<file path="src/rtl/adder_rr_sched.sv">
// Round-robin front end that time-shares one fixed-latency pipelined adder between NUM_REQ
// requesters, tagging each issue so the sum is returned to the requester that sent it.
module adder_rr_sched #(
  parameter int unsigned NUM_REQ = 4,
  parameter int unsigned NUM_IN  = 8,
  parameter int unsigned BITS    = 8,
  parameter int unsigned LATENCY = 3,
  localparam int unsigned IDW    = (NUM_REQ > 1) ? $clog2(NUM_REQ) : 1
) (
  input  logic                            clk,
  input  logic                            rst,
  input  logic                            en,
  input  logic [NUM_REQ-1:0]              req_valid,
  input  logic [NUM_REQ*NUM_IN*BITS-1:0]  req_data,
  output logic [NUM_REQ-1:0]              req_ready,
  output logic                            add_valid,
  output logic [NUM_IN*BITS-1:0]          add_data,
  input  logic [BITS-1:0]                 add_o,
  input  logic                            add_valid_out,
  output logic                            rsp_valid,
  output logic [IDW-1:0]                  rsp_id,
  output logic [BITS-1:0]                 rsp_data,
  output logic                            busy,
  output logic                            err_orphan
);

  localparam int unsigned DEPTH = LATENCY + 1;
  localparam int unsigned PW    = $clog2(DEPTH);
  localparam int unsigned CW    = $clog2(DEPTH + 1);

  logic [IDW-1:0]         ptr_q;
  logic [IDW-1:0]         ptr_next;
  logic [IDW-1:0]         grant_id;
  logic [IDW-1:0]         idx_t;
  int unsigned            idx;
  logic                   grant_found;
  logic                   can_issue;
  logic                   push;
  logic                   pop;
  logic                   orphan;
  logic [NUM_IN*BITS-1:0] sel_data;

  logic [IDW-1:0]         tag_mem [DEPTH];
  logic [PW-1:0]          wr_q;
  logic [PW-1:0]          rd_q;
  logic [CW-1:0]          cnt_q;

  // A pop in the same cycle does not free a slot for a grant; keeps ready off the result path.
  assign can_issue = en & ~rst & (cnt_q < CW'(DEPTH));

  always_comb begin
    grant_found = 1'b0;
    grant_id    = '0;
    idx         = 0;
    idx_t       = '0;
    for (int unsigned i = 0; i < NUM_REQ; i++) begin
      idx = 32'(ptr_q) + i;
      if (idx >= NUM_REQ) idx = idx - NUM_REQ;
      idx_t = idx[IDW-1:0];
      if (!grant_found && req_valid[idx_t]) begin
        grant_found = 1'b1;
        grant_id    = idx_t;
      end
    end
  end

  always_comb begin
    push      = can_issue & grant_found;
    req_ready = '0;
    if (push) req_ready[grant_id] = 1'b1;
  end

  assign pop      = add_valid_out & (cnt_q != '0);
  assign orphan   = add_valid_out & (cnt_q == '0);
  assign busy     = (cnt_q != '0);
  assign sel_data = req_data[32'(grant_id)*NUM_IN*BITS +: NUM_IN*BITS];
  assign ptr_next = (grant_id == IDW'(NUM_REQ - 1)) ? '0 : grant_id + 1'b1;

  always_ff @(posedge clk) begin
    if (rst) begin
      add_valid  <= 1'b0;
      add_data   <= '0;
      rsp_valid  <= 1'b0;
      rsp_id     <= '0;
      rsp_data   <= '0;
      err_orphan <= 1'b0;
      ptr_q      <= '0;
      wr_q       <= '0;
      rd_q       <= '0;
      cnt_q      <= '0;
    end else begin
      add_valid <= push;
      rsp_valid <= pop;
      if (push) begin
        add_data <= sel_data;
        ptr_q    <= ptr_next;
        wr_q     <= (wr_q == PW'(DEPTH - 1)) ? '0 : wr_q + 1'b1;
      end
      if (pop) begin
        rsp_id   <= tag_mem[rd_q];
        rsp_data <= add_o;
        rd_q     <= (rd_q == PW'(DEPTH - 1)) ? '0 : rd_q + 1'b1;
      end
      if (orphan) err_orphan <= 1'b1;
      if (push && !pop) begin
        cnt_q <= cnt_q + 1'b1;
      end else if (pop && !push) begin
        cnt_q <= cnt_q - 1'b1;
      end
    end
  end

  always_ff @(posedge clk) begin
    if (push) tag_mem[wr_q] <= grant_id;
  end

endmodule
</file>
<file path="config.mk">
export PLATFORM = sky130hd
export DESIGN_NAME = adder_rr_sched
export DESIGN_NICKNAME = d
export VERILOG_FILES = /design/src/rtl/adder_rr_sched.sv
export SDC_FILE = /design/constraint.sdc
export NUM_CORES = 1
export LEC_CHECK = 0
export CAP_MARGIN = 10
export CORE_AREA = 2 2 137 139
export DETAILED_ROUTE_END_ITERATION = 6
export DIE_AREA = 0 0 139 141
export MAX_ROUTING_LAYER = met4
export PLACE_DENSITY = 0.77
export RECOVER_POWER = 50
export SYNTH_ARGS = -nofsm -noshare
export SYNTH_HDL_FRONTEND = slang
export SYNTH_SLANG_ARGS = --single-unit
</file>
<file path="constraint.sdc">
create_clock -name clk -period 2.4 [get_ports clk]
set_input_delay 0.24 -clock clk [delete_from_list [all_inputs] [get_ports clk]]
set_output_delay 0.24 -clock clk [all_outputs]
set_load 0.05 [all_outputs]
</file>
==> results.toml, run 1 <==
[status]
status = "completed"

[hold_path]
min_path_cells = 3
whs_endpoint = "rsp_data[7]"
holdCritStartpoint = "add_o[7]"
min_path_type = "in -> reg"

[routing]
first_pass_iters = 4
detail-route-antenna-nets = 0
viasPerCell = 4.93
vias = 6031
drt_iter0_drc = 151
routed_wirelength_um = 20000
wl_per_cell_um = 16.3
route.detailed.drc = 0

[grt]
gr-usage-met1 = 0.245
grt_max_degree = 129
antenna_found_initial = 0
overflow = 0
grt_pass1_vias = 5900
met2_usage = 0.345
grt_usage = 0.204
grtUsageMet3 = 0.0455
grt_pass1_wl_um = 31100
busiest_layer = "met2"

[yosys]
yosysMostFrequentCell = "nand2_1"
synth-edff-count = 8
synth.area.top_cells = "dfxtp_1 29%, mux2i_1 12%, o21ai_2 8.9%, a21boi_0 8.2%, o211ai_1 7.4%"
synth_top_area_frac = 0.293
syn-cell-area_sq_um = 5870
syn_inst = 648
ys_warn_count = 0
ys_types = 34
syn-num-nets = 931
synth_area_leader_cell = "dfxtp_1"
ys_ff_latch = 94
synth_top_flop_cell = "dfxtp_1"
ys_seq_area_frac = 0.334
synthTopCellsByCount = "89 x nand2_1, 86 x dfxtp_1, 68 x mux2i_1"
synthArstFlopShare = 0
avgSynthCellArea_sq_um = 9.06

[cts]
htreeDepth = 3
clockRootBuffer = "clkbuf_16"
clk_path_buf_depth = 2
clock_sink_count = 94
cts_buffers = 9
tritoncts = "built"
insertion_delay_ns = 0.35
path_clk_slew_ns = 0.07

[floorplan]
fp-row-count = 50
core_sq_um = 18300
die-area_sq_um = 19600
die_h_um = 141
ios = 354
initial_core_util = 0.322
die_x_um = 139

[layout]
drive_gt1_frac = 0.128
nets = 1267
utilization = 0.550
diodes = 0
area_growth_pct = 71.2

[worst_setup_path]
rrSetupSlack_ns = 0.23
path_buf_inv = 3
end_kind = "output pin"
cp-start-kind = "input pin"
worst_ep_arrival_time_ns = 2.03
r2r_cells = 10
r2r-start = "cnt_q[2]"
critPathKind = "in -> out"
crit_chain = "clkdlybuf4s50_1 -> or4_1 -> nor3b_1 -> clkbuf_1 -> and2_1 -> buf_12"
slowest_delay_ns = 0.59
crit_family = "simple AND/OR/NAND/NOR gates"
r2r_end = "cnt_q[2]"
worstPathMaxFanout = 10
cp_slowest_cell = "or4_1"
required_ns = 2.16

[sta]
hold_ws_ns = 0.438
final_max_slew_viol_count = 0
fin_setup_tns_ns = 0
worst_slack_ns = 0.130
setup_viol = 0
max_slew.worst_pin.slew_ns = 0.622
fmax_ghz = 0.440
finalCritPeriodShare = 0.946
rsz0062_at_grt = "false"
finalHoldViolCount = 0
finClkSkew_ns = 0.00772
finalCriticalPeriod_ns = 2.27
worst_slew_margin_rel = 0.585

[placed_design]
place.detailed.hpwl_um = 15300
gp_congestion = 0.808
dp_slack_ns = -0.0562
io_buffers = 353

[pwr]
ir_drop_mv = 0.671
power_density_nw_per_um2 = 769
total_power_w = 0.00773
p_leak_nw = 3.98

[flow_run]
maxCapViolCount = 0
## worst reg2reg max path, cell delays in order, from the launching register on
cell	delay, ns
dfxtp_1	0.34
nor3_2	0.23
inv_2	0.06
and2_1	0.17
inv_1	0.08
ha_1	0.18
inv_1	0.06
fa_1	0.37
xor2_1	0.16
or3_1	0.31
a21oi_1	0.15
## logic make-up (layout without fill, tap and decap cells)
family / Yosys count / in the layout / synth area share
compound gates: 213 / 213 / 0.281
simple gates: 189 / 189 / 0.163
flops: 94 / 94 / 0.334
mux: 70 / 70 / 0.124
buf+inv: 69 / 410 / 0.0712
fa+ha+maj: 11 / 11 / 0.0247
xor+xnor: 2 / 2 / 0.00298
## sequential cells by signal (all words and copies together) (netlist names)
register,flops
add_data,64
add_valid,1
cnt_q,3
err_orphan,1
ptr_q,2
rd_q,2
rsp_data,8
rsp_id,2
rsp_valid,1
tag_mem,8
wr_q,2
## how the worst max path moves through the flow
stage	start	endpoint	slack [ns]	cells past startpoint
after floorplan	cnt_q[0]	cnt_q[2]	0.004	11
after detailed placement	req_valid[2]	cnt_q[2]	-0.06	9
final	req_valid[2]	req_ready[2]	0.13	6
after CTS	req_valid[1]	req_ready[1]	0.1	9
after global routing	cnt_q[2]	cnt_q[2]	0.02	10
after global placement	req_valid[2]	cnt_q[2]	-0.02	9
## per-stage QoR
step                      instance area (sq um)  cells
after floorplan                            5880    648
after global placement                     9740   1205
after detailed placement                   9740   1205
after CTS                                 10100   1221
after global routing                      10100   1223
final                                     10100   1223
## final cells by class
type / count / area (sq um)
flip-flops and latches: 94 / 1960
repair buffers: 387 / 3940
well taps: 234 / 293
inverters: 7 / 26.3
clock buffers: 10 / 239
multi-input cells: 485 / 3530
fillers: 1692 / 8210
clock inverters: 6 / 75.1
## layout by cell type, fill, tap and decap left out, types with 2 or more instances in the layout
cell             instances
a21boi_0                64
a21oi_1                 15
and2_0                   4
and2_1                   5
and3_1                  64
buf_12                  14
buf_4                   18
clkbuf_1                 5
clkbuf_16                9
clkdlybuf4s50_1        291
dfxtp_1                 86
dlygate4sd3_1           58
edfxtp_1                 8
ha_1                    10
inv_1                    6
inv_6                    2
mux2i_1                 68
mux4_2                   2
nand2_1                 89
nor2_1                  10
nor2b_1                  4
nor3b_1                  2
o211ai_1                58
o211ai_2                 6
o21ai_0                  6
o21ai_2                 60
xor2_1                   2
## where the power goes
part	total (W)	internal, W	switching (W)	leakage [nW]
registers	0.00216	0.00195	0.000203	0.780
clock network	0.00153	0.000854	0.000672	0.152
logic	0.00405	0.00163	0.00242	3.05
total	0.00773	0.00444	0.00329	3.98
## timing repair
item	in CTS	in global routing
setup endpoints to repair	0	5
buffers inserted	0	2
hold buffers	0	0
gates resized for setup	0	3
## per-layer routing
| metal | vias to the layer above | share of wire |
|---|---|---|
| met4 | 0 | 0.019 |
| met2 | 236 | 0.50 |
| met3 | 28 | 0.067 |
| met1 | 2756 | 0.42 |
| met5 | - | 0 |
| li1 | 3011 | - |
No activity file was read; power rests on OpenSTA's default activity.
==> run 2: changes to the inputs <==
==> constraint.sdc (replaced) <==
create_clock -name clk -period 2.4 [get_ports clk]
set_input_delay 0.36 -clock clk [delete_from_list [all_inputs] [get_ports clk]]
set_output_delay 0.36 -clock clk [all_outputs]
set_load 0.05 [all_outputs]
==> results.toml, run 2 (same netlist as run 1, synthesis figures left out) <==
[status]
status = "completed"

[routing]
m1WireLength_um = 8340
route.detailed.drc = 0
vias = 6018
wl_met3_um = 1380
routed_wirelength_um = 20400
detail-route-antenna-nets = 0
wl_per_cell_um = 16.6
route.met2.wl_um = 10200
viasPerCell = 4.91
top_layer = "met4"
drt_iter0_drc = 278
first_pass_iters = 4

[layout]
fin_cells = 1225
largest_reg_flops = 64
final_common_cell = "clkdlybuf4s50_1"
fill_cells = 1652
area_growth_pct = 73.0
multi_input_area_sq_um = 3560
most-common-layout-cells = "346 x clkdlybuf4s50_1, 89 x nand2_1, 86 x dfxtp_1, 68 x mux2i_1"
top_regs = "add_data (64), rsp_data (8), tag_mem (8)"
nets = 1269
regMostFlops = "add_data"
diodes = 0
seq_area_sq_um = 1960
drive_gt1_frac = 0.140

[floorplan]
core_sq_um = 18300
die_h_um = 141
die-area_sq_um = 19600
fp-row-count = 50
ios = 354
die_x_um = 139
initial_core_util = 0.322

[placed_design]
gp_congestion = 0.830
dp_slack_ns = -0.252
dpl.cell_count = 1209
io_buffers = 353
place.detailed.hpwl_um = 15600

[sta]
finalCriticalPeriod_ns = 2.36
worst_slew_margin_rel = 0.167
worst_slack_ns = 0.0372
fmax_ghz = 0.423
max_slew.worst_pin.slew_ns = 1.25
final_max_slew_viol_count = 0
finalHoldViolCount = 0
finClkSkew_ns = 0.00519
setup_viol = 0
finalCritPeriodShare = 0.985

[worst_setup_path]
cp_slowest_cell = "or4_4"
required_ns = 2.04
crit_family = "simple AND/OR/NAND/NOR gates"
end_kind = "output pin"
setup.worst_path.start = "req_valid[3]"
cp-start-kind = "input pin"
r2r_cells = 10
r2r-start = "cnt_q[0]"
path_buf_inv = 3
r2r_end = "cnt_q[2]"
crit_chain = "clkdlybuf4s50_1 -> or4_4 -> nor3b_4 -> buf_4 -> and2_1 -> buf_6"
rrSetupSlack_ns = 0.22
worstPathMaxFanout = 9
critPathKind = "in -> out"
slowest_delay_ns = 0.56
worst_ep_arrival_time_ns = 2.00

[hold_path]
min_path_type = "reg -> reg"
whs_endpoint = "rsp_data[7]"
holdCritStartpoint = "rsp_data[7]"
min_path_cells = 2

[pwr]
p_switching_w = 0.00335
ir_drop_mv = 0.593
power_density_nw_per_um2 = 777
p_comb_frac = 0.531
pwr-share-seq = 0.275
p_int_w = 0.00454
sw_frac_of_total = 0.425
clock_power_share = 0.194
p_leak_nw = 3.90

[grt]
antenna_found_initial = 0
grt_max_degree = 78
grt_pass1_wl_um = 31500
grt_usage = 0.206
overflow = 0
grt_pass1_vias = 5980

[cts]
tritoncts = "built"
htreeDepth = 3
path_clk_slew_ns = 0.07
clockRootBuffer = "clkbuf_16"
ctsHoldBuffers = 0
clock_sink_count = 94
cts_buffers = 9
post_cts_buffers = 0
insertion_delay_ns = 0.35
clk_path_buf_depth = 2

[flow_run]
maxCapViolCount = 0
[run 2: cell types whose count changed in the layout (fill, tap and decap cells not counted), sizes merged]
cell / previous run / this run
clkdlybuf4s50: 291 / 346
dlymetal6s2s: 0 / 3
buf: 32 / 39
dlygate4sd3: 58 / 0
clkbuf: 16 / 10
inv: 10 / 11
[run 2: what timing repair did]
item	in CTS	in global routing
pin swaps	0	1
setup endpoints to repair	4	5
cloned	0	0
endpoints found under the hold margin	0	0
resized for setup	6	10
[run 2: worst reg2reg max path, stage by stage (launching register included)]
cell and delay [ns]:
dfxtp_1 0.36, nor3_2 0.25, inv_2 0.05, and2_1 0.16
inv_1 0.08, ha_1 0.17, inv_1 0.06, fa_1 0.37
xor2_1 0.15, or3_1 0.30, a21oi_1 0.15
[run 2: cell type report]
cell class | count | share of cell area
inverter | 7 | 0.00259
clock inverter | 7 | 0.00874
tap | 234 | 0.0288
clock buffer | 9 | 0.0222
sequential | 94 | 0.193
timing repair buffer | 389 | 0.395
multi-input combinational | 485 | 0.350
[run 2: stage by stage]
stage | setup TNS (ns) | area (sq um) | total power [W] | hold WS (ns) | util
final | 0 | 10200 | 0.00789 | 0.454 | 0.556
after detailed placement | -1.72 | 9800 | 0.00640 | 0.447 | 0.536
after CTS | 0 | 10100 | 0.00797 | 0.458 | 0.554
after global placement | -0.518 | 9800 | 0.00634 | 0.442 | 0.536
after floorplan | 0 | 5880 | 0.00478 | 0.463 | -
after global routing | -0.0194 | 10200 | 0.00829 | 0.490 | 0.556
[run 2: power by group through the flow]
stage	Clock [W]	Combinational, W	Sequential [W]
floorplan	0	0.00150	0.00327
global placement	0	0.00415	0.00219
detailed placement	0	0.00420	0.00220
CTS	0.00158	0.00422	0.00217
global route	0.00163	0.00444	0.00222
finish	0.00153	0.00419	0.00217
[run 2: per-layer routing]
metal,vias to the layer above,global-route usage
met5,-,-
met4,0,0.0670
met3,34,0.0489
met2,231,0.353
met1,2750,0.239
li1,3003,-
[run 2: worst max path at each step]
| stage | endpoint | slack (ns) | depth (start not counted) |
|---|---|---|---|
| after CTS | req_ready[0] | 0.001 | 9 |
| final | req_ready[0] | 0.04 | 6 |
| after global placement | cnt_q[2] | -0.20 | 9 |
| after detailed placement | cnt_q[2] | -0.25 | 9 |
| after floorplan | cnt_q[2] | 0.004 | 11 |
| after global routing | req_ready[0] | -0.01 | 10 |
==> run 3: changes to the inputs <==
--- a/config.mk
+++ b/config.mk
@@ -6,11 +6,14 @@
 export NUM_CORES = 1
 export LEC_CHECK = 0
 export CAP_MARGIN = 10
-export CORE_AREA = 2 2 137 139
+export CELL_PAD_IN_SITES_DETAIL_PLACEMENT = 1
+export CELL_PAD_IN_SITES_GLOBAL_PLACEMENT = 1
+export CORE_ASPECT_RATIO = 0.9
+export CORE_MARGIN = 2
+export CORE_UTILIZATION = 27
 export DETAILED_ROUTE_END_ITERATION = 6
-export DIE_AREA = 0 0 139 141
 export MAX_ROUTING_LAYER = met4
-export PLACE_DENSITY = 0.77
+export PLACE_DENSITY = 0.86
 export RECOVER_POWER = 50
 export SYNTH_ARGS = -nofsm -noshare
 export SYNTH_HDL_FRONTEND = slang
==> constraint.sdc (replaced) <==
create_clock -name clk -period 2.3 [get_ports clk]
set_input_delay 0.345 -clock clk [delete_from_list [all_inputs] [get_ports clk]]
set_output_delay 0.345 -clock clk [all_outputs]
set_load 0.05 [all_outputs]
==> results.toml, run 3 (same netlist as run 1, synthesis figures left out) <==
[cts]
clk_path_buf_depth = 2
clock_sink_count = 94
htreeDepth = 3
clockRootBuffer = "clkbuf_16"
path_clk_slew_ns = 0.09
cts_buffers = 9
insertion_delay_ns = 0.35
tritoncts = "built"
ctsHoldBuffers = 0

[floorplan]
ios = 354
die_h_um = 144
die_x_um = 159
core_sq_um = 21500
fp-row-count = 51
die-area_sq_um = 23000
initial_core_util = 0.273

[worst_setup_path]
slowest_delay_ns = 0.25
r2r_cells = 15
end_kind = "register"
crit_chain = "dlygate4sd2_1 -> nor2b_2 -> o21bai_2 -> nand2_1 -> buf_4 -> buf_4 -> buf_4 -> buf_4 -> buf_4 -> buf_4 -> buf_4 -> buf_4 -> buf_4 -> buf_4 -> nand2_2 -> a21oi_1"
worstPathMaxFanout = 3
worst_ep_arrival_time_ns = 2.48
required_ns = 2.52
cp_slowest_cell = "dlygate4sd2_1"
r2r-start = "ptr_q[0]"
path_common_cell = "buf_4"
r2r_end = "ptr_q[0]"
cp-start-kind = "input pin"
rrSetupSlack_ns = 0.06
critPathKind = "in -> reg"

[grt]
grt_pass1_wl_um = 39200
antenna_found_initial = 0
overflow = 0
grt_pass1_vias = 7080
grt_max_degree = 78
grt_usage = 0.226

[routing]
route.detailed.drc = 0
viasPerCell = 4.89
routed_wirelength_um = 25700
vias = 6461
first_pass_iters = 4
detail-route-antenna-nets = 0
wl_per_cell_um = 19.5
drt_iter0_drc = 175

[hold_path]
holdCritStartpoint = "rsp_data[3]"
min_path_type = "reg -> reg"
whs_endpoint = "rsp_data[3]"
min_path_cells = 2

[layout]
seq_area_sq_um = 1970
drive_gt1_frac = 0.185
postLayoutCellArea_sq_um = 10500
final_common_cell = "clkdlybuf4s50_1"
nets = 1307
top_regs = "add_data (64), rsp_data (8), tag_mem (8)"
regMostFlops = "add_data"
diodes = 0
most-common-layout-cells = "345 x clkdlybuf4s50_1, 88 x nand2_1, 84 x dfxtp_1, 68 x mux2i_1"
fin_cells = 1320
multi_input_area_sq_um = 3580
fill_cells = 2492
largest_reg_flops = 64
area_growth_pct = 78.7

[sta]
setup_viol = 0
max_slew.worst_pin.slew_ns = 0.668
fmax_ghz = 0.442
finalCriticalPeriod_ns = 2.26
finClkSkew_ns = 0.0122
final_max_slew_viol_count = 0
worst_slew_margin_rel = 0.555
finalHoldViolCount = 0
hold_ws_ns = 0.460
finalCritPeriodShare = 0.984

[placed_design]
place.detailed.hpwl_um = 18900
placed_area_sq_um = 9940
io_buffers = 353
dpl.cell_count = 1280
gp_congestion = 0.806

[pwr]
p_leak_nw = 4.05
ir_drop_mv = 0.466
total_power_w = 0.00860
power_density_nw_per_um2 = 820

[flow_run]
maxCapViolCount = 0

[status]
status = "completed"
## run 3: worst max-delay path: cells and delay by family
family	cells	cell delay [ns]
simple gates	3	0.35
buf+inv	11	1.54
compound gates	2	0.25
## run 3: through the flow
step                      utilization  setup TNS [ns]  setup WS [ns]
final                           0.488               0         0.0379
after CTS                       0.487               0         0.0550
after global placement          0.462           -5.66         -0.274
after floorplan                     -               0        0.00560
after detailed placement        0.462           -9.85         -0.351
after global routing            0.488         -0.0174        -0.0174
## run 3: per-layer routing
metal	track usage	part of all wire
met2	0.404	0.51
met4	0.0746	0.025
met5	-	0
met3	0.0496	0.056
met1	0.252	0.41
## run 3: worst max-delay path by stage
stage / from / depth (start not counted) / slack [ns] / to
3_3_place_gp: req_valid[2] / 9 / -0.27 / cnt_q[2]
5_1_grt: cnt_q[1] / 10 / -0.02 / cnt_q[2]
4_1_cts: ptr_q[1] / 7 / 0.06 / req_ready[0]
3_5_place_dp: req_valid[2] / 9 / -0.35 / cnt_q[2]
2_1_floorplan: cnt_q[2] / 11 / 0.006 / cnt_q[2]
6_report: req_valid[2] / 16 / 0.04 / ptr_q[0]
## run 3: power by group
| part | internal (W) | leakage (nW) | switching, W |
|---|---|---|---|
| registers | 0.00204 | 0.781 | 0.000246 |
| logic | 0.00201 | 3.12 | 0.00275 |
| clock network | 0.000775 | 0.148 | 0.000776 |
| total | 0.00483 | 4.05 | 0.00377 |
## run 3: what timing repair did
action,in CTS,in global routing
setup endpoints to repair,4,19
gates resized for setup,23,12
setup buffers,23,1
pin swaps,5,2
gates cloned,0,0
## run 3: final cells by class
class	instances	share of cell area
clock buffers	9	0.0215
multi-input cells	485	0.342
flip-flops and latches	94	0.188
inverters	7	0.00250
clock inverters	7	0.00703
well taps	291	0.0347
repair buffers	427	0.405
